File: src/rtl/softmax_req_arbiter.sv
// Round-robin arbiter that shares one softmax engine between NUM_REQ streams.
// Optional WAIT_END watchdog is enabled with `define SOFTMAX_ARB_TIMEOUT_EN.
module softmax_req_arbiter #(
  parameter int NUM_REQ        = 4,
  parameter int DATA_WIDTH     = 32,
  parameter int IFM_SIZE       = 10,
  parameter int CLR_CYCLES     = 2,
  parameter int TIMEOUT_CYCLES = 1023
) (
  input  logic                          clk,
  input  logic                          rst,
  input  logic [NUM_REQ-1:0]            req,
  input  logic [NUM_REQ-1:0]            req_valid,
  input  logic [NUM_REQ*DATA_WIDTH-1:0] req_data,
  output logic [NUM_REQ-1:0]            req_ready,
  output logic [NUM_REQ-1:0]            grant,
  output logic [2:0]                    active_id,
  output logic [NUM_REQ-1:0]            done,
  output logic                          abort,
  output logic                          timeout,
  output logic                          busy,
  output logic                          sm_valid_ifm,
  output logic [DATA_WIDTH-1:0]         sm_ifm,
  input  logic                          sm_end_softmax,
  output logic                          sm_clr
);
  localparam int IW  = (NUM_REQ > 1) ? $clog2(NUM_REQ) : 1;
  localparam int CW  = $clog2(IFM_SIZE + 1);
  localparam int KW  = $clog2(CLR_CYCLES + 1);
  localparam logic [CW-1:0] W_LAST   = CW'(IFM_SIZE - 1);
  localparam logic [CW-1:0] W_FULL   = CW'(IFM_SIZE);
  localparam logic [KW-1:0] CLR_LAST = KW'(CLR_CYCLES - 1);

  if (NUM_REQ < 2 || NUM_REQ > 8 || CLR_CYCLES < 1 || IFM_SIZE < 1 || TIMEOUT_CYCLES < 1)
    $error("softmax_req_arbiter: parameter out of range");

  typedef enum logic [2:0] {S_IDLE, S_STREAM, S_WAIT_END, S_RELEASE, S_CLEAR} state_t;

  state_t                 state_q, state_d;
  logic [CW-1:0]          wcnt_q, wcnt_d;
  logic [KW-1:0]          clr_cnt_q, clr_cnt_d;
  logic [IW-1:0]          last_id_q, last_id_d;
  logic [NUM_REQ-1:0]     grant_q, grant_d, done_q, done_d;
  logic [2:0]             active_id_q, active_id_d;
  logic                   abort_q, abort_d, busy_q, busy_d;
  logic                   sm_valid_q, sm_valid_d, sm_clr_q, sm_clr_d;
  logic [DATA_WIDTH-1:0]  sm_ifm_q, sm_ifm_d;
`ifdef SOFTMAX_ARB_TIMEOUT_EN
  localparam int TW = $clog2(TIMEOUT_CYCLES + 1);
  localparam logic [TW-1:0] T_LAST = TW'(TIMEOUT_CYCLES - 1);
  logic [TW-1:0]          wait_cnt_q, wait_cnt_d;
  logic                   timeout_q, timeout_d;
`endif

  logic [IW-1:0] act_idx;
  assign act_idx = active_id_q[IW-1:0];

  // Round-robin scan starts just after the last requester that completed.
  logic [IW-1:0] pick, idx;
  logic          found;
  always_comb begin
    pick  = '0;
    idx   = '0;
    found = 1'b0;
    for (int off = 1; off <= NUM_REQ; off++) begin
      idx = IW'((int'(last_id_q) + off) % NUM_REQ);
      if (!found && req[idx]) begin
        found = 1'b1;
        pick  = idx;
      end
    end
  end

  // Ready is gated by req so no word is taken in the cycle a job is dropped.
  always_comb begin
    req_ready = '0;
    if (state_q == S_STREAM && wcnt_q < W_FULL && req[act_idx])
      req_ready[act_idx] = req_valid[act_idx];
  end

  always_comb begin
    state_d     = state_q;
    wcnt_d      = wcnt_q;
    clr_cnt_d   = clr_cnt_q;
    last_id_d   = last_id_q;
    grant_d     = grant_q;
    active_id_d = active_id_q;
    done_d      = '0;
    abort_d     = 1'b0;
    sm_valid_d  = 1'b0;
    sm_ifm_d    = sm_ifm_q;
    sm_clr_d    = 1'b0;
`ifdef SOFTMAX_ARB_TIMEOUT_EN
    wait_cnt_d  = wait_cnt_q;
    timeout_d   = 1'b0;
`endif
    case (state_q)
      S_IDLE: begin
        if (found) begin
          grant_d     = NUM_REQ'(1) << pick;
          active_id_d = 3'(pick);
          state_d     = S_STREAM;
        end
      end
      S_STREAM: begin
        if (!req[act_idx]) begin
          abort_d   = 1'b1;
          grant_d   = '0;
          sm_clr_d  = 1'b1;
          clr_cnt_d = '0;
          state_d   = S_CLEAR;
        end else if (|req_ready) begin
          sm_valid_d = 1'b1;
          sm_ifm_d   = req_data[act_idx*DATA_WIDTH +: DATA_WIDTH];
          wcnt_d     = wcnt_q + 1'b1;
          if (wcnt_q == W_LAST) begin
            state_d = S_WAIT_END;
`ifdef SOFTMAX_ARB_TIMEOUT_EN
            wait_cnt_d = '0;
`endif
          end
        end
      end
      S_WAIT_END: begin
        if (sm_end_softmax) begin
          done_d    = grant_q;
          grant_d   = '0;
          last_id_d = act_idx;
          state_d   = S_RELEASE;
        end
`ifdef SOFTMAX_ARB_TIMEOUT_EN
        else if (wait_cnt_q == T_LAST) begin
          timeout_d = 1'b1;
          grant_d   = '0;
          sm_clr_d  = 1'b1;
          clr_cnt_d = '0;
          state_d   = S_CLEAR;
        end else begin
          wait_cnt_d = wait_cnt_q + 1'b1;
        end
`endif
      end
      S_RELEASE: begin
        sm_clr_d  = 1'b1;
        clr_cnt_d = '0;
        state_d   = S_CLEAR;
      end
      S_CLEAR: begin
        wcnt_d = '0;
        if (clr_cnt_q == CLR_LAST) begin
          clr_cnt_d = '0;
          state_d   = S_IDLE;
        end else begin
          clr_cnt_d = clr_cnt_q + 1'b1;
          sm_clr_d  = 1'b1;
        end
      end
      default: begin
        sm_clr_d  = 1'b1;
        clr_cnt_d = '0;
        state_d   = S_CLEAR;
      end
    endcase
    busy_d = (state_d != S_IDLE);
  end

  always_ff @(posedge clk) begin
    if (rst) begin
      state_q     <= S_CLEAR;
      wcnt_q      <= '0;
      clr_cnt_q   <= '0;
      last_id_q   <= IW'(NUM_REQ - 1);
      grant_q     <= '0;
      active_id_q <= '0;
      done_q      <= '0;
      abort_q     <= 1'b0;
      busy_q      <= 1'b0;
      sm_valid_q  <= 1'b0;
      sm_ifm_q    <= '0;
      sm_clr_q    <= 1'b1;
`ifdef SOFTMAX_ARB_TIMEOUT_EN
      wait_cnt_q  <= '0;
      timeout_q   <= 1'b0;
`endif
    end else begin
      state_q     <= state_d;
      wcnt_q      <= wcnt_d;
      clr_cnt_q   <= clr_cnt_d;
      last_id_q   <= last_id_d;
      grant_q     <= grant_d;
      active_id_q <= active_id_d;
      done_q      <= done_d;
      abort_q     <= abort_d;
      busy_q      <= busy_d;
      sm_valid_q  <= sm_valid_d;
      sm_ifm_q    <= sm_ifm_d;
      sm_clr_q    <= sm_clr_d;
`ifdef SOFTMAX_ARB_TIMEOUT_EN
      wait_cnt_q  <= wait_cnt_d;
      timeout_q   <= timeout_d;
`endif
    end
  end

  assign grant        = grant_q;
  assign active_id    = active_id_q;
  assign done         = done_q;
  assign abort        = abort_q;
  assign busy         = busy_q;
  assign sm_valid_ifm = sm_valid_q;
  assign sm_ifm       = sm_ifm_q;
  assign sm_clr       = sm_clr_q;
`ifdef SOFTMAX_ARB_TIMEOUT_EN
  assign timeout      = timeout_q;
`else
  assign timeout      = 1'b0;
`endif

endmodule

File: config.mk
export PLATFORM = sky130hd
export DESIGN_NAME = softmax_req_arbiter
export DESIGN_NICKNAME = d
export VERILOG_FILES = /design/src/rtl/softmax_req_arbiter.sv
export SDC_FILE = /design/constraint.sdc
export NUM_CORES = 1
export LEC_CHECK = 0
export ABC_AREA = 1
export BUFFER_PORTS_ARGS = -buffer_cell sky130_fd_sc_hd__buf_2
export CAP_MARGIN = 15
export CORE_MARGIN = 1.5
export CORE_UTILIZATION = 48
export DETAILED_ROUTE_END_ITERATION = 8
export MAX_ROUTING_LAYER = met4
export PLACE_DENSITY = 0.86
export SYNTH_ARGS = -nofsm -noshare
export SYNTH_HDL_FRONTEND = slang
export SYNTH_SLANG_ARGS = --single-unit
File: constraint.sdc
create_clock -name clk -period 3.1 [get_ports clk]
set_input_delay 0.31 -clock clk [delete_from_list [all_inputs] [get_ports clk]]
set_output_delay 0.31 -clock clk [all_outputs]
set_load 0.005 [all_outputs]
==> flow_summary.yaml, run 1 <==
routing:
  post_drt_wl_per_cell_um: 13.9
  vias: 4438
  dr.first_iter.drc_count: 349
  vias_per_cell: 5.44
  routed_wl_mm: 11.3
  drtAntennaViolNets: 0
  dr.pass1.iters: 6
  drc: 0
layout:
  regArea_um2: 1140
  diodes: 0
  multiInputGateArea_um2: 1930
  area_growth_pct: 33.7
  fillers: 621
  finalNetCount: 857
  drive_gt1_share_pct: 30.4
clocking:
  clock_sinks: 57
  ctsHtreeMaxLevel: 3
  clock_path_buffers: 2
  clkSlewWorstSetupHoldPaths_ns: 0.07
  clock_latency_ns: 0.33
  cts_hold_buffers: 0
  cts_setup_buffers: 0
  cts_root_buf: "clkbuf_8"
  tritoncts: "done"
  post_cts_resized: 0
  numCtsBuffers: 9
grt:
  grt_pass1_wl_mm: 18.4
  antenna_found_initial: 0
  grt_overflow: 0
  grt_max_degree: 42
  track_usage_pct: 30.9
  grt_pass1_vias: 4194
setup_path:
  endpoint_kind: "register"
  required_ns: 3.31
  cp_slowest_cell: "inv_2"
  worstPathArrival_ns: 2.52
  cpMostUsedCell: "nand2_1"
  cp-start-kind: "register"
  max_stage_delay_ns: 0.49
  critPathKind: "register to register"
  path_max_fanout: 39
  crit_chain: "buf_4 -> nand3_1 -> nand2_1 -> nor2_4 -> o211ai_1 -> nand2_2 -> inv_2 -> nand2_1 -> a21oi_1 -> nor2_1"
floorplan:
  start_util_pct: 49.9
  die_w_um: 87.3
  chipHeight_um: 87.3
  io_pins: 191
  dieArea_um2: 7620
  rows: 30
  core-area_um2: 6830
job:
  cap_violations: 0
sta:
  hold_viol_final: 0
  maxSlewViolCount: 0
  fin_setup_tns_ns: 0
  period_minus_slack_ns: 2.31
  timing.final.crit_share_pct: 74.6
  tightest_slew_ns: 1.04
  slew_headroom_pct: 30.4
  fmax_mhz: 432
  setup_viol: 0
  rsz0062_at_grt: "false"
  clock-skew-final_ns: 0.00832
yosys:
  synth-compound-area-share_pct: 8.91
  synthAdderAreaFrac_pct: 0.734
  synth_top_family_by_area: "simple AND/OR/NAND/NOR gates"
  yosys.area_share.simple_pct: 46.8
  synth.cell_area_um2: 3410
  synth_xor_area_share_pct: 0
  synth_top_area_share_pct: 33.5
  synth.distinct_cells: 27
  syn_inst: 551
  synth.area.top_cells: "dfxtp_1, nand3_1, nand2_1, nor2_1, nand4_1"
  yosys-mux-area-fraction_pct: 0
  synth_seq_cells: 57
  synth.avg_cell_area_um2: 6.19
  ys_seq_area_share_pct: 33.5
  yosysTopAreaCell: "dfxtp_1"
  yosys_warnings: 0
min_path:
  hp-class: "input pin to register"
power_and_ir_drop:
  ir_worst_vdd_uv: 496
  power.density_nw_per_um2: 600
  p_leak_uw: 0.00243
  power_uw: 2740
placed_design:
  place_hpwl_mm: 8.32
  gp_congestion: 0.979
  port-buffer-count: 188
outcome:
  status: "completed"
==> critical path, delay by kind of cell (launching register included) <==
family          cells  cell delay [ns]
buf+inv             2             0.85
simple gates        6             0.70
flops               1             0.36
compound gates      2             0.30
==> cells in the mapped netlist <==
cell,n
nand3_1,110
nand2_1,105
nor2_1,91
dfxtp_1,57
o21ai_0,37
nand4_1,36
inv_1,34
clkbuf_1,26
a21oi_1,12
buf_4,8
nor3_1,8
buf_1,5
o211ai_1,4
ha_1,2
inv_2,2
inv_4,2
nor2_4,2
a211oi_1,1
a21boi_1,1
a21oi_2,1
buf_2,1
buf_6,1
conb_1,1
nand2_2,1
nand3_2,1
o21ai_1,1
or2_0,1
==> kinds of logic after synthesis <==
group           Yosys count
compound gates           57
flops                    57
simple gates            355
other cells               1
buf+inv                  79
fa+ha+maj                 2
==> path summary, 6_finish.rpt <==
kind,cells after the start,slack (ns),startpoint,end
worst max-delay path,10,0.79,active_id[1],wcnt_q[2]
worst min-delay path,2,0.31,rst,grant[1]
worst max register to register,10,0.79,active_id[1],wcnt_q[2]
worst min register to register,2,0.44,clr_cnt_q[1],clr_cnt_q[1]
==> placed cells by master, fill, tap and decap left out, types with 2 or more instances in the layout <==
master,n
a21oi_1,12
buf_2,188
buf_4,6
bufinv_16,2
clkbuf_8,12
conb_1,2
dfxtp_1,55
dfxtp_2,2
ha_1,2
inv_1,34
inv_2,2
inv_4,2
nand2_1,105
nand3_1,110
nand4_1,36
nor2_1,91
nor2_4,2
nor3_1,8
o211ai_1,4
o21ai_0,37
==> where the power goes <==
group	switching (uW)	internal, uW	leakage, uW
registers	37.0	791	0.000462
logic	746	364	0.00185
clock network	282	515	0.000116
total	1070	1670	0.00243
==> area by class of cell <==
type / instances / area share, %
clock buffers: 13 / 3.70
multi-input cells: 416 / 42.4
repair buffers: 194 / 21.6
well taps: 96 / 2.63
flip-flops and latches: 57 / 25.1
clock inverters: 2 / 1.32
inverters: 38 / 3.24
==> per-layer routing <==
layer / share of wire (%) / track usage [%] / routed length, um
met4: 2.6 / 10.4 / 293
met5: 0 / - / 0
met3: 9.0 / 6.54 / 1020
met1: 39 / 35.9 / 4450
met2: 49 / 52.9 / 5570
==> metrics by stage <==
| stage | setup slack (ns) | area, um2 | utilization (%) | hold WS (ns) | cells |
|---|---|---|---|---|---|
| 3_5_place_dp | 0.856 | 4330 | 63.4 | 0.433 | 801 |
| 3_3_place_gp | 0.987 | 4330 | 63.4 | 0.429 | 801 |
| 2_1_floorplan | 1.51 | 3410 | - | 0.416 | 552 |
| 6_report | 0.788 | 4560 | 66.7 | 0.314 | 816 |
| 4_1_cts | 0.814 | 4560 | 66.7 | 0.301 | 816 |
| 5_1_grt | 0.576 | 4560 | 66.7 | 0.324 | 816 |
==> state kept, by name, indices dropped and copies added (netlist names) <==
signal	cells
last_id_q	2
clr_cnt_q	2
active_id	2
state_q	3
sm_valid_ifm	1
abort	1
busy	1
sm_ifm	32
wcnt_q	4
done	4
grant	4
sm_clr	1
Note: power is estimated with default switching activity, not from simulation.
==> run 2, diff against run 1 <==
Settings changed: ABC_AREA 1 to 0, CORE_UTILIZATION 48 to 43, PLACE_DENSITY 0.86 to 0.81.
Clock period 3.1 ns to 2.15 ns, I/O delays scaled along.
==> flow_summary.yaml, run 2 <==
yosys:
  synth.area.top_cells: "dfxtp_1, mux4_2, nand2_1, a21oi_1, buf_2"
  synth.most_common_cell: "nand2_1"
  synth_edf_count: 0
  syn_inst: 312
  synth.avg_cell_area_um2: 9.77
  synthAdderAreaFrac_pct: 0.821
  yosys.area_share.simple_pct: 18.0
  synthArstFlopShare_pct: 0
  yosys_warnings: 0
  ys_top_cells_by_count: "nand2_1, dfxtp_1, a21oi_1"
  ys_seq_area_share_pct: 37.4
  synth.cell_area_um2: 3050
  synth_top_area_share_pct: 37.4
  yosys-mux-area-fraction_pct: 25.4
  synth_xor_area_share_pct: 0.287
  synthFlopType: "dfxtp_1"
  yosysTopAreaCell: "dfxtp_1"
  synth-compound-area-share_pct: 13.5
  synth_seq_cells: 57
  synth.distinct_cells: 42
  synth_top_family_by_area: "multiplexers"
outcome:
  status: "completed"
sta:
  tightest_slew_ns: 0.571
  slew_headroom_pct: 61.9
  period_minus_slack_ns: 2.00
  fin_setup_tns_ns: 0
  fmax_mhz: 499
  hold_viol_final: 0
  rsz0062_at_grt: "false"
  setup_viol: 0
  final.setup.worst_slack_ns: 0.148
  maxSlewViolCount: 0
  timing.final.crit_share_pct: 93.1
  clock-skew-final_ns: 0.00799
clocking:
  cts_root_buf: "clkbuf_8"
  numCtsBuffers: 9
  clock_path_buffers: 2
  cts_setup_buffers: 0
  clkSlewWorstSetupHoldPaths_ns: 0.06
  tritoncts: "done"
  ctsHtreeMaxLevel: 3
  cts_hold_buffers: 0
  clock_sinks: 57
  clock_latency_ns: 0.34
placed_design:
  port-buffer-count: 188
  place_hpwl_mm: 7.77
  dp_cells: 582
  dpl_worst_slack_ns: 0.299
  gp_congestion: 0.897
power_and_ir_drop:
  p_switching_uw: 718
  ir_worst_vdd_uv: 358
  comb_power_share_pct: 21.1
  intPower_uw: 2110
  sw_frac_of_total_pct: 25.3
  p_seq_share_pct: 39.6
  power.density_nw_per_um2: 659
  p_leak_uw: 0.00188
  p_clk_share_pct: 39.3
routing:
  post_drt_wl_per_cell_um: 16.2
  vias_per_cell: 5.44
  dr.pass1.iters: 5
  routed_wl_mm: 9.68
  drc: 0
  vias: 3253
  dr.first_iter.drc_count: 242
  drtAntennaViolNets: 0
setup_path:
  cp-start-kind: "register"
  worstPathArrival_ns: 1.79
  critPathKind: "register to output port"
  crit_chain: "nor3b_2 -> nand3_1 -> nor4b_1 -> buf_2"
  endpoint_kind: "output port"
  required_ns: 1.93
  cp_slowest_cell: "dfxtp_2"
  max_stage_delay_ns: 0.42
  path_max_fanout: 11
floorplan:
  dieArea_um2: 7610
  core-area_um2: 6830
  start_util_pct: 44.6
  chipHeight_um: 87.2
  io_pins: 191
  rows: 30
  die_w_um: 87.2
grt:
  grt_pass1_wl_mm: 14.7
  grt_max_degree: 32
  antenna_found_initial: 0
  grt_overflow: 0
  track_usage_pct: 26.3
  grt_pass1_vias: 3069
layout:
  finalNetCount: 638
  layout_commonest_cell: "buf_2"
  area_growth_pct: 40.9
  stdcell_count: 598
  largest_reg_flops: 32
  drive_gt1_share_pct: 50.4
  mostFrequentLayoutCells: "buf_2, nand2_1, dfxtp_1, a21oi_1, mux4_2"
  diodes: 0
  fillers: 591
job:
  cap_violations: 0
min_path:
  hp-class: "input pin to register"
## run 2: cells by family after synthesis
group	after synthesis
AOI/OAI and AO/OA	64
other	1
buffers and inverters	30
xor gates and xnor gates	1
and+or+nand+nor	122
muxes	35
adders and majority gates	2
DFF	57
## run 2: layer usage
layer	wire length, um	GRT usage, %	vias to the layer above
li1	-	-	1509
met1	3820	32.7	1549
met2	5030	42.8	163
met3	514	3.51	32
met4	314	12.1	0
met5	0	-	-
## run 2: final cells by class
type	instances	area (um2)	share of cell area [%]
multi-input combinational	226	1780	41.3
sequential	57	1140	26.7
timing repair buffer	198	1020	23.7
clock buffer	11	141	3.29
tap	96	120	2.80
clock inverter	5	78.8	1.84
inverter	5	18.8	0.437
## run 2: power groups by stage
| stage | clock network, uW | registers, uW | logic, uW |
|---|---|---|---|
| floorplan | 0 | 1130 | 399 |
| global placement | 0 | 1140 | 582 |
| detailed placement | 0 | 1150 | 598 |
| CTS | 1130 | 1120 | 600 |
| global route | 1190 | 1130 | 646 |
| finish | 1110 | 1120 | 597 |
## run 2: through the flow
step                      hold slack [ns]  total power [uW]  cell area (um2)  util (%)
after global routing                0.355              2960             4300      62.9
after floorplan                     0.399              1530             3050         -
after detailed placement            0.442              1740             4070      59.6
after CTS                           0.330              2850             4290      62.9
final                               0.346              2830             4300      62.9
after global placement              0.437              1730             4070      59.6
## run 2: worst paths after layout
path / end / cells past startpoint / from / slack, ns
setup / recovery: req_ready[0] / 4 / state_q[0] / 0.15
hold / removal: active_id[1] / 4 / req[0] / 0.35
setup reg to reg: wcnt_q[3] / 6 / active_id[1] / 0.29
hold reg to reg: sm_ifm[21] / 2 / sm_ifm[21] / 0.45
## run 2: repair_timing
item / 4_1_cts / 5_1_grt
endpoints found under the setup margin: 0 / 1
endpoints found under the hold margin: 0 / 0
gates resized for setup: 0 / 1
## run 2: critical path: cells and delay by family, from the launching register on
kind / cells / cell delay, ns
buf+inv: 1 / 0.16
flops: 1 / 0.42
simple gates: 3 / 0.86
==> run 3, diff against run 2 <==
Settings changed: BUFFER_PORTS_ARGS -buffer_cell sky130_fd_sc_hd__buf_2 to -buffer_cell sky130_fd_sc_hd__buf_4.
==> flow_summary.yaml, run 3 (same netlist as run 2, synthesis figures left out) <==
placed_design:
  place_area_um2: 4530
  gp_congestion: 0.866
  place_hpwl_mm: 8.00
  dpl_worst_slack_ns: 0.320
  port-buffer-count: 188
  dp_cells: 579
layout:
  regArea_um2: 1140
  multiInputGateArea_um2: 1780
  area_growth_pct: 55.6
  largest_reg_flops: 32
  final_area_um2: 4740
  stdcell_count: 595
  diodes: 0
  fillers: 561
  finalNetCount: 635
  drive_gt1_share_pct: 50.5
  mostFrequentLayoutCells: "buf_4, nand2_1, dfxtp_1, a21oi_1, mux4_2"
  layout_commonest_cell: "buf_4"
outcome:
  status: "completed"
routing:
  drc: 0
  vias_per_cell: 5.43
  drtAntennaViolNets: 0
  dr.first_iter.drc_count: 151
  post_drt_wl_per_cell_um: 16.9
  vias: 3229
  routed_wl_mm: 10.1
  dr.pass1.iters: 4
grt:
  antenna_found_initial: 0
  grt_max_degree: 51
  grt_pass1_vias: 3117
  track_usage_pct: 27.1
  grt_pass1_wl_mm: 15.0
  grt_overflow: 0
clocking:
  cts_root_buf: "clkbuf_8"
  ctsHtreeMaxLevel: 3
  clock_sinks: 57
  clock_latency_ns: 0.33
  tritoncts: "done"
  clkSlewWorstSetupHoldPaths_ns: 0.07
  cts_hold_buffers: 0
  clock_path_buffers: 2
  numCtsBuffers: 9
sta:
  maxSlewViolCount: 0
  clock-skew-final_ns: 0.0112
  rsz0062_at_grt: "false"
  tightest_slew_ns: 0.545
  final.setup.worst_slack_ns: 0.115
  timing.final.crit_share_pct: 94.7
  fmax_mhz: 491
  slew_headroom_pct: 63.3
  fin_setup_tns_ns: 0
  hold_viol_final: 0
  period_minus_slack_ns: 2.04
  setup_viol: 0
setup_path:
  endpoint_kind: "output port"
  required_ns: 1.93
  r2r_cells: 4
  cp-start-kind: "register"
  worstPathArrival_ns: 1.82
  worstReg2RegStart: "active_id[1]"
  critPathKind: "register to output port"
  r2r_end: "wcnt_q[1]"
  regToRegSetupSlack_ns: 0.30
  path_max_fanout: 9
floorplan:
  rows: 30
  dieArea_um2: 7610
  core-area_um2: 6830
  die_w_um: 87.2
  start_util_pct: 44.6
  io_pins: 191
  chipHeight_um: 87.2
min_path:
  hold_end: "active_id[1]"
  hp-class: "input pin to register"
  hold_start: "req[0]"
  hold_path_depth: 4
power_and_ir_drop:
  ir_worst_vdd_uv: 301
  power.density_nw_per_um2: 594
  p_leak_uw: 0.00197
job:
  cap_violations: 0
[run 3: cell types whose count changed in the layout (fill, tap and decap cells not counted), sizes merged]
cell	change
buf	-3
clkinvlp	+3
clkinv	-2
bufinv	-1
clkbuf	-1
inv	+1
[run 3: metal layers]
| metal | global-route usage [%] | routed length, um | share of wire (%) |
|---|---|---|---|
| met5 | - | 0 | 0 |
| met1 | 32.5 | 3680 | 37 |
| met2 | 44.5 | 5390 | 54 |
| met3 | 4.64 | 651 | 6.5 |
| met4 | 12.6 | 331 | 3.3 |
[run 3: worst max-delay path: stages, from the launching register on]
cell and delay [ns]:
dfxtp_2 0.48, mux4_2 0.63, nand3_2 0.15, nor4b_1 0.07, buf_4 0.16
[run 3: worst max-delay path by stage]
stage,start,endpoint,slack (ns),cells after the start
6_report,active_id[1],req_ready[0],0.11,4
3_5_place_dp,active_id[1],wcnt_q[0],0.32,5
5_1_grt,active_id[1],req_ready[2],0.04,4
3_3_place_gp,active_id[1],wcnt_q[0],0.37,5
2_1_floorplan,active_id[0],sm_ifm[0],0.44,5
4_1_cts,active_id[1],req_ready[0],0.04,4
[run 3: per-stage QoR]
stage | util [%] | hold WS [ns] | total power [uW]
after detailed placement | 66.4 | 0.447 | 1830
after floorplan | - | 0.399 | 1530
after CTS | 69.4 | 0.291 | 2830
after global routing | 69.5 | 0.335 | 2940
final | 69.5 | 0.298 | 2820
after global placement | 66.4 | 0.436 | 1810
[run 3: power by group]
group	switching, uW	internal [uW]	leakage (uW)
logic	254	420	0.00141
clock network	450	568	0.0000949
registers	37.8	1090	0.000462
[run 3: area by class of cell]
| class | count | share of cell area (%) |
|---|---|---|
| multi-input combinational | 226 | 37.5 |
| inverter | 5 | 0.396 |
| sequential | 57 | 24.1 |
| clock inverter | 6 | 1.40 |
| timing repair buffer | 195 | 31.1 |
| tap | 96 | 2.53 |
| clock buffer | 10 | 2.90 |
[run 3: repair_timing]
action,CTS,global route
cloned,0,0
pin swaps,0,0
endpoints found under the setup margin,1,4
hold endpoints to repair,0,0
resized for setup,1,1
setup buffers,0,0
